==> src/rtl/irq_collector8_pkg.sv <==
// Shared constants and FSM encoding for the eight-channel request collector.
package irq_collector8_pkg;

    localparam int N_CH = 8;
    localparam int ID_W = 3;

    typedef enum logic {
        IDLE  = 1'b0,
        OFFER = 1'b1
    } state_e;

endpackage

==> src/rtl/irq_collector8_prio_enc8.sv <==
// Lowest-index-first priority encoder: returns the smallest set bit position and an any flag.
module prio_enc8
    import irq_collector8_pkg::*;
(
    input  logic [N_CH-1:0] vec,
    output logic [ID_W-1:0] id,
    output logic            any
);

    always_comb begin
        id  = '0;
        any = |vec;
        // Scan downward so the lowest set index is the last one written.
        for (int i = N_CH - 1; i >= 0; i--) begin
            if (vec[i]) begin
                id = ID_W'(i);
            end
        end
    end

endmodule

==> src/rtl/irq_collector8.sv <==
// Sticky eight-channel request collector with enable mask, overflow flags and a
// lowest-index-first valid/ready grant serialiser.
module irq_collector8
    import irq_collector8_pkg::*;
#(
    parameter logic [7:0] MASK_RST = 8'hFF
) (
    input  logic       clk,
    input  logic       reset,
    input  logic [7:0] req,
    input  logic       mask_we,
    input  logic [7:0] mask_in,
    output logic [7:0] pend,
    output logic [7:0] raw_pend,
    output logic       out_valid,
    output logic [2:0] out_id,
    input  logic       out_ready,
    output logic [7:0] ovf,
    input  logic [7:0] ovf_clr
);

    logic [N_CH-1:0] raw_pend_q, raw_pend_d;
    logic [N_CH-1:0] ovf_q, ovf_d;
    logic [N_CH-1:0] mask_q, mask_d;
    state_e          state_q, state_d;
    logic            out_valid_q, out_valid_d;
    logic [ID_W-1:0] out_id_q, out_id_d;

    logic            accept;
    logic [N_CH-1:0] acc_vec;
    logic [N_CH-1:0] pend_w;
    logic [ID_W-1:0] enc_id;
    logic            enc_any;

    assign pend_w = raw_pend_q & mask_q;

    prio_enc8 u_prio_enc8 (
        .vec (pend_w),
        .id  (enc_id),
        .any (enc_any)
    );

    always_comb begin
        accept  = out_valid_q & out_ready;
        acc_vec = '0;
        if (accept) begin
            acc_vec[out_id_q] = 1'b1;
        end

        // A request on the accept edge re-pends the channel and is not an overflow.
        raw_pend_d = req | (raw_pend_q & ~acc_vec);
        ovf_d      = (req & raw_pend_q & ~acc_vec) | (ovf_q & ~ovf_clr);
        mask_d     = mask_we ? mask_in : mask_q;

        state_d     = state_q;
        out_valid_d = out_valid_q;
        out_id_d    = out_id_q;
        case (state_q)
            IDLE: begin
                if (enc_any) begin
                    state_d     = OFFER;
                    out_valid_d = 1'b1;
                    out_id_d    = enc_id;
                end
            end
            OFFER: begin
                // Offer stays frozen until taken, regardless of new requests or mask edits.
                if (out_ready) begin
                    state_d     = IDLE;
                    out_valid_d = 1'b0;
                end
            end
            default: begin
                state_d     = IDLE;
                out_valid_d = 1'b0;
            end
        endcase
    end

    always_ff @(posedge clk) begin
        if (reset) begin
            raw_pend_q  <= '0;
            ovf_q       <= '0;
            mask_q      <= MASK_RST;
            state_q     <= IDLE;
            out_valid_q <= 1'b0;
            out_id_q    <= '0;
        end else begin
            raw_pend_q  <= raw_pend_d;
            ovf_q       <= ovf_d;
            mask_q      <= mask_d;
            state_q     <= state_d;
            out_valid_q <= out_valid_d;
            out_id_q    <= out_id_d;
        end
    end

    assign pend      = pend_w;
    assign raw_pend  = raw_pend_q;
    assign ovf       = ovf_q;
    assign out_valid = out_valid_q;
    assign out_id    = out_id_q;

endmodule

==> config.mk <==
export PLATFORM = sky130hd
export DESIGN_NAME = irq_collector8
export DESIGN_NICKNAME = d
export VERILOG_FILES = /design/src/rtl/irq_collector8_pkg.sv /design/src/rtl/irq_collector8_prio_enc8.sv /design/src/rtl/irq_collector8.sv
export SDC_FILE = /design/constraint.sdc
export NUM_CORES = 1
export LEC_CHECK = 0
export BUFFER_PORTS_ARGS = -buffer_cell sky130_fd_sc_hd__buf_2
export CAP_MARGIN = 20
export CELL_PAD_IN_SITES_DETAIL_PLACEMENT = 2
export CELL_PAD_IN_SITES_GLOBAL_PLACEMENT = 2
export CORE_UTILIZATION = 27
export DETAILED_ROUTE_END_ITERATION = 10
export PLACE_DENSITY_LB_ADDON = 0.1
export RECOVER_POWER = 50
export SLEW_MARGIN = 20
export SYNTH_ARGS = -nofsm -noshare
export SYNTH_HDL_FRONTEND = slang
export SYNTH_HIERARCHICAL = 1
export SYNTH_SLANG_ARGS = --single-unit
==> constraint.sdc <==
create_clock -name clk -period 3.55 [get_ports clk]
set_input_delay 0.71 -clock clk [delete_from_list [all_inputs] [get_ports clk]]
set_output_delay 0.71 -clock clk [all_outputs]
set_load 0.01 [all_outputs]
* Yosys cells after proc, flatten, opt, wreduce, memory -nomap -nowiden *
Cells that the tools add are included.

operators by class
  mux-type cells = 17
  reductions and logical operators = 4
  magnitude comparators = 2
  eq/ne operators = 2
  bitwise operators = 11

operators with widths
  cell                                                               count
  AND 8 bit                                                          5
  2-to-1 mux 3 bit                                                   8
  inverter 8 bit                                                     2
  OR 8 bit                                                           2
  2-to-1 mux 8 bit                                                   1
  OR reduction 8 bit                                                 1
  2-to-1 mux 1 bit                                                   5
  < comparator 3 x 4 -> 1 bit, second input constant                 1
  inequality test 2 bit, second input constant                       2
  one-hot mux 1 bit (2 select lines)                                 2
  AND reduction 2 bit                                                2
  demux 1 bit (select 3 bit)                                         1
  greater-or-equal comparator 3 x 1 -> 1 bit, second input constant  1
  AND 1 bit                                                          1
  logical AND 1 bit                                                  1
  inverter 1 bit                                                     1

storage, ports and cells
  register bits = 29
  bits of input ports = 28
  output and inout port bits = 28

* Logic depth before layout (Yosys ltp) *
Gate-level depths: netlist (run 1).

  depth after elaboration = 9
  depth in mapped cells = 7

* Modules after synthesis *
The synthesis (run 1) kept the hierarchy.

modules (own cells, without submodules)
  module          area an instance (um^2)  times used  seq. area each (um^2)  cells each
  irq_collector8  1144.8                   1           580.6                  124
  prio_enc8       81.3                     1           0.0                    13

* Worst setup path after synthesis (run 1) *
No wires, ideal clock.

  path kind = register to register
  start = register raw_pend_q[4] (netlist: raw_pend[4])
  end = register out_id_q[0] (netlist: out_id[0])
  clock period less this slack = 1.511 ns
  stages on the path, launching flop included = 8
  required time = 3.422 ns
  data arrival time = 1.384 ns
  slack = 2.039 ns
  cells stage by stage = dfxtp_1 > and2_1 > nor4_2 > nand3_1 > nor2b_1 > buf_2 > mux2i_1 > nor2_1

RTL lines
  what                           RTL line                        text
  from (decl)                    irq_collector8.sv:22            logic [N_CH-1:0] raw_pend_q, raw_pend_d;
  from (signal assigned)         irq_collector8.sv:89            raw_pend_q <= raw_pend_d;
  AND 8 bit                      irq_collector8.sv:35            assign pend_w = raw_pend_q & mask_q;
  named net pend[4]              irq_collector8.sv:13            output logic [7:0] pend,
  OR reduction 8 bit             irq_collector8_prio_enc8.sv:12  any = |vec;
  named net enc_any              irq_collector8.sv:33            logic enc_any;
  AND reduction 2 bit (no line)  n/a
  to (signal assigned)           irq_collector8.sv:94            out_id_q <= out_id_d;
  to (decl)                      irq_collector8.sv:27            logic [ID_W-1:0] out_id_q, out_id_d;

The timed path passes the listed nets, and every way through them passes these cells.
A chain may end at the register's enable or synchronous reset.

* Worst setup path after layout (run 1) *
  start = register raw_pend_q[4] (netlist: raw_pend[4])
  end = output pend[4]

on the way
  word-level cells in the longest chain between the ends = 1

RTL lines
  what       RTL line
  AND 8 bit  irq_collector8.sv:35
  to (decl)  irq_collector8.sv:13

No other way between the ends.

==> flow_summary.json, run 1 <==
{
  "worstSetupPathType": "reg -> out",
  "cts_hold_buffers": 0,
  "arrival_ps": 1070,
  "ys_types": 25,
  "rr_endpoint": "out_id[2]",
  "grt_pass1_wl_um": 6500,
  "numCtsBuffers": 5,
  "clock-sinks": 29,
  "fin_skew_ps": 4.47,
  "max_slew_margin_pct": 14.0,
  "ys_seq_area_share_pct": 47.3,
  "rows": 24,
  "finalInstanceArea_um2": 1620,
  "port_buffers": 55,
  "post-cts-setup-buffers": 0,
  "r2r_cells": 6,
  "rrSetupSlack_ps": 1900,
  "antenna_found_initial": 0,
  "vias": 1216,
  "grt_max_degree": 30,
  "min_period_over_period_pct": 50.2,
  "place_congestion": 0.698,
  "n_antenna_cell": 0,
  "grt_usage_pct": 17.2,
  "yosysWarnings": 6,
  "hold_viol": 0,
  "synth_nets": 165,
  "crit_required_ps": 2840,
  "ys_seq_elements": 29,
  "dp_hpwl_um": 3010,
  "tns_ps": 0,
  "max_cap_viol_count": 0,
  "clkLatencyLatePin_ps": 280,
  "total_power_mw": 0.790,
  "core_um2": 4350,
  "dp.cells": 239,
  "ctsResizeCount": 0,
  "htreeDepth": 2,
  "hold_class": "reg -> reg",
  "dieArea_um2": 4810,
  "hold_path_depth": 2,
  "grt_overflow": 0,
  "grt_pass1_vias": 1289,
  "outcome": "finished clean",
  "fp.dieW_um": 69.4,
  "cts.path.max_buffers": 2,
  "startpoint_type": "flop",
  "worst_pin_slew_ps": 1290,
  "wl_um": 3900,
  "syn-instance-count": 137,
  "post_synth.cell_area_avg_um2": 8.95,
  "power_density_nw_per_um2": 487,
  "layout-drive-gt1-share_pct": 28.9,
  "ir_worst_vdd_mv": 0.123,
  "fmaxAchievable_mhz": 561,
  "drt_iter0_markers": 19,
  "finalNetCount": 222,
  "hp-start": "ovf[2]",
  "antenna_left": 0,
  "drt_first_pass_iters": 4,
  "min_to": "ovf[2]",
  "io_pins": 56,
  "slew_violations": 0,
  "path_clk_slew_ps": 60,
  "avgRoutedWirePerCell_um": 15.8,
  "synth_area_um2": 1230,
  "drc_errors": 0,
  "cts_tree": "built",
  "placed_cell_area_um2": 1540,
  "fp.dieH_um": 69.4,
  "reg2reg_from": "raw_pend[4]",
  "rsz0062_at_grt": "no",
  "start_util_pct": 28.2,
  "setup_viol": 0,
  "fin_crit_ps": 1780,
  "post_layout_nonfiller_instances": 246,
  "end_kind": "output port",
  "crit_fanout": 4,
  "vias_per_cell": 4.94,
  "areaGrowthSynthToFinish_pct": 32.1,
  "p_leak_nw": 0.736,
  "cts_root_buffer": "clkbuf_8"
}
## power by group
| group | switching, mW | internal [mW] | total [mW] |
|---|---|---|---|
| clock | 0.130 | 0.154 | 0.283 |
| combinational | 0.0732 | 0.0603 | 0.133 |
| sequential | 0.0229 | 0.350 | 0.373 |
| total | 0.226 | 0.564 | 0.790 |
## synth_stat cells
cell      number  area, µm²
dfxtp_1       29        581
a21oi_1       19       95.1
inv_1         10       37.5
nand2b_1      10       62.6
nor2b_1       10       62.6
a211o_1        8       70.1
and2_1         8       50.1
nor2_1         8       30.0
o21ai_0        7       35.0
o211ai_1       6       45.0
mux2i_1        3       30.0
buf_2          2       10.0
nand2_1        2       7.51
nand3_1        2       10.0
o311ai_1       2       17.5
o31ai_1        2       15.0
a21boi_0       1       7.51
and3b_1        1       8.76
buf_1          1       3.75
buf_4          1       7.51
clkbuf_1       1       3.75
nand3b_1       1       7.51
nor4_2         1       12.5
o21bai_1       1       7.51
o41ai_1        1       8.76
## sequential cells by signal, indices dropped and copies added, names as in the netlist
name / count
state_q: 1
ovf: 8
raw_pend: 8
out_valid: 1
out_id: 3
mask_q: 8
## through the flow
| step | worst slack, ps | utilization, % | hold WS (ps) |
|---|---|---|---|
| final | 1770 | 37.2 | 473 |
| after CTS | 1750 | 37.4 | 478 |
| after floorplan | 2040 | - | 483 |
| after global placement | 1920 | 35.4 | 453 |
| after detailed placement | 1840 | 35.4 | 467 |
| after global routing | 1720 | 37.2 | 508 |
## area by class of cell
class                   instances  area, µm²
clock buffers                   7       86.3
fillers                       526       2730
inverters                      10       37.5
multi-input cells              93        583
flip-flops and latches         29        581
well taps                      52       65.1
repair buffers                 55        268
## cell families after synthesis
| kind of cell | count (synthesis) | share of synthesized area [%] |
|---|---|---|
| and+or+nand+nor | 43 | 20.5 |
| AOI/OAI and AO/OA | 47 | 24.6 |
| muxes | 3 | 2.45 |
| buffers and inverters | 15 | 5.10 |
| DFF | 29 | 47.3 |
## worst max-delay path, stage by stage (launching register included)
cell,delay (ps)
dfxtp_1,390
and2_1,240
buf_2,170
## layout by cell type, fill, tap and decap left out
master     n
buf_2     49
dfxtp_1   29
a21oi_1   19
nand2b_1  10
nor2b_1   10
inv_1     10
and2_1     8
a211o_1    8
nor2_1     8
o21ai_0    7
clkbuf_1   7
o211ai_1   6
clkbuf_8   6
mux2i_1    3
nand3_1    2
o311ai_1   2
nand2_1    2
o31ai_1    2
nand3b_1   1
a21boi_0   1
o21bai_1   1
o41ai_1    1
nor4_2     1
and3b_1    1
## per-layer routing
| metal | global-route usage [%] | routed length [µm] | up-vias |
|---|---|---|---|
| met4 | 4.76 | 44 | 0 |
| li1 | - | - | 590 |
| met2 | 30.1 | 1970 | 30 |
| met3 | 5.67 | 203 | 6 |
| met5 | 0 | 0 | - |
| met1 | 19.9 | 1680 | 590 |
## worst max path at each step
stage	cells past startpoint	to	slack (ps)	startpoint
after floorplan	7	out_id[0]	2040	raw_pend[4]
after global placement	4	ovf[0]	1920	out_ready
after detailed placement	4	ovf[4]	1840	out_ready
after CTS	2	pend[5]	1750	raw_pend[5]
after global routing	2	pend[4]	1720	raw_pend[4]
final	2	pend[4]	1770	raw_pend[4]
No activity file was read; power rests on OpenSTA's default activity.
==> inputs of run 2 (changes only) <==
--- a/config.mk
+++ b/config.mk
@@ -9,7 +9,7 @@
 export CAP_MARGIN = 20
 export CELL_PAD_IN_SITES_DETAIL_PLACEMENT = 2
 export CELL_PAD_IN_SITES_GLOBAL_PLACEMENT = 2
-export CORE_UTILIZATION = 27
+export CORE_UTILIZATION = 25
 export DETAILED_ROUTE_END_ITERATION = 10
 export PLACE_DENSITY_LB_ADDON = 0.1
 export RECOVER_POWER = 50
==> constraint.sdc (replaced) <==
create_clock -name clk -period 1.7 [get_ports clk]
set_input_delay 0.34 -clock clk [delete_from_list [all_inputs] [get_ports clk]]
set_output_delay 0.34 -clock clk [all_outputs]
set_load 0.01 [all_outputs]
==> flow_summary.json, run 2 (synthesis results as in run 1) <==
{
  "areaGrowthSynthToFinish_pct": 34.4,
  "grt_usage_pct": 16.0,
  "avgRoutedWirePerCell_um": 14.9,
  "cts.path.max_buffers": 2,
  "clkLatencyLatePin_ps": 270,
  "antenna_left": 0,
  "r2r_cells": 6,
  "ir_worst_vdd_mv": 0.416,
  "fmaxAchievable_mhz": 624,
  "post-cts-setup-buffers": 0,
  "dp_hpwl_um": 3040,
  "layout_commonest_cell": "buf_2",
  "fin_hold_ws_ps": 270,
  "worstSetupPathType": "reg -> reg",
  "p_leak_nw": 0.711,
  "grt_overflow": 0,
  "clock-sinks": 29,
  "internal-power_mw": 1.22,
  "clockPowerShare_pct": 36.8,
  "path_clk_slew_ps": 60,
  "htreeDepth": 2,
  "crit_fanout": 5,
  "power_density_nw_per_um2": 1020,
  "cts_tree": "built",
  "rows": 25,
  "worst_pin_slew_ps": 559,
  "hold_viol": 0,
  "combinationalPowerShare_pct": 16.7,
  "grt_max_degree": 30,
  "grt_pass1_vias": 1278,
  "reg2reg_from": "raw_pend[4]",
  "wl_um": 3910,
  "crit_end": "out_id[1]",
  "vias_per_cell": 4.58,
  "grt_pass1_wl_um": 6220,
  "max_slew_margin_pct": 62.7,
  "max_cap_viol_count": 0,
  "crit_start": "raw_pend[4]",
  "hold_class": "in -> reg",
  "tns_ps": 0,
  "startpoint_type": "flop",
  "arrival_ps": 1740,
  "final_cell_mix": "buf_2, dfxtp_1, a21oi_1",
  "crit_required_ps": 1830,
  "place_congestion": 0.737,
  "rr_endpoint": "out_id[1]",
  "switchingPower_mw": 0.456,
  "fp.dieW_um": 72.0,
  "end_kind": "flop",
  "swShare_pct": 27.3,
  "n_antenna_cell": 0,
  "outcome": "finished clean",
  "port_buffers": 55,
  "io_pins": 56,
  "finalNetCount": 222,
  "vias": 1199,
  "fp.dieH_um": 72.0,
  "post_layout_nonfiller_instances": 262,
  "layout-drive-gt1-share_pct": 25.6,
  "rsz0062_at_grt": "no",
  "fin_crit_ps": 1600,
  "cts_root_buffer": "clkbuf_8",
  "cts_hold_buffers": 0,
  "min_period_over_period_pct": 94.3,
  "numCtsBuffers": 5,
  "dieArea_um2": 5190,
  "dp.cells": 254,
  "rrSetupSlack_ps": 100,
  "antenna_found_initial": 0,
  "drt_iter0_markers": 17,
  "start_util_pct": 26.0,
  "core_um2": 4720,
  "power_frac_seq_pct": 46.5,
  "drt_first_pass_iters": 4,
  "setup_viol": 0,
  "slew_violations": 0,
  "fin_skew_ps": 2.48,
  "drc_errors": 0
}
## run 2: cell count changes in the layout (fill, tap and decap cells not counted)
cell	before	now
nor2b_2	0	1
a21oi_2	0	1
clkbuf_8	6	7
clkinv_2	0	1
clkbuf_1	7	16
nor2b_1	10	9
a21oi_1	19	18
buf_2	49	39
## run 2: how the worst min path moves through the flow
stage | slack, ps | startpoint | cells past startpoint | to
after floorplan | 460 | mask_in[0] | 1 | mask_q[0]
after global placement | 450 | ovf[4] | 2 | ovf[4]
after detailed placement | 470 | ovf[0] | 2 | ovf[0]
after CTS | 260 | mask_in[3] | 2 | mask_q[3]
after global routing | 260 | mask_in[6] | 2 | mask_q[6]
final | 270 | mask_in[3] | 2 | mask_q[3]
## run 2: area by class of cell
type                            instances  area (µm²)
Clock buffer                            7        96.3
Fill cell                             575        3080
Timing Repair Buffer                   55         255
Multi-Input combinational cell         93         589
Sequential cell                        29         581
Inverter                               10        37.5
Tap cell                               67        83.8
Clock inverter                          1        5.00
## run 2: per-layer routing
layer	GRT usage (%)	vias to the layer above	wire length, µm
li1	-	589	-
met2	30.5	30	2150
met4	5.23	0	48
met1	17.1	574	1550
met5	0	-	0
met3	4.03	6	162
## run 2: worst max-delay path: stages, from the launching register on
cell and delay [ps]:
dfxtp_1 330, and2_1 220, nor4_2 330, nand3_1 120, nor2b_2 220, mux2i_1 180
nor2_1 70
## run 2: what timing repair did
| item | in CTS | in global routing |
|---|---|---|
| endpoints found under the setup margin | 1 | 1 |
| gates resized for setup | 1 | 1 |
| gates cloned | 0 | 0 |
## run 2: stage by stage
step                      total power, mW  util (%)  cell area, µm²  worst slack, ps
after floorplan                     0.947         -            1230              189
after global placement               1.06      33.0            1560              146
after detailed placement             1.08      33.0            1560             9.73
after CTS                            1.72      35.2            1660             89.8
after global routing                 1.78      34.9            1650             3.98
final                                1.67      34.9            1650             97.6
## run 2: power by group through the flow
stage                     registers, mW  logic, mW  clock network (mW)
final                             0.778      0.280               0.617
after global routing              0.788      0.311               0.677
after CTS                         0.780      0.291               0.644
after detailed placement          0.795      0.287                   0
after global placement            0.790      0.274                   0
after floorplan                   0.794      0.153                   0
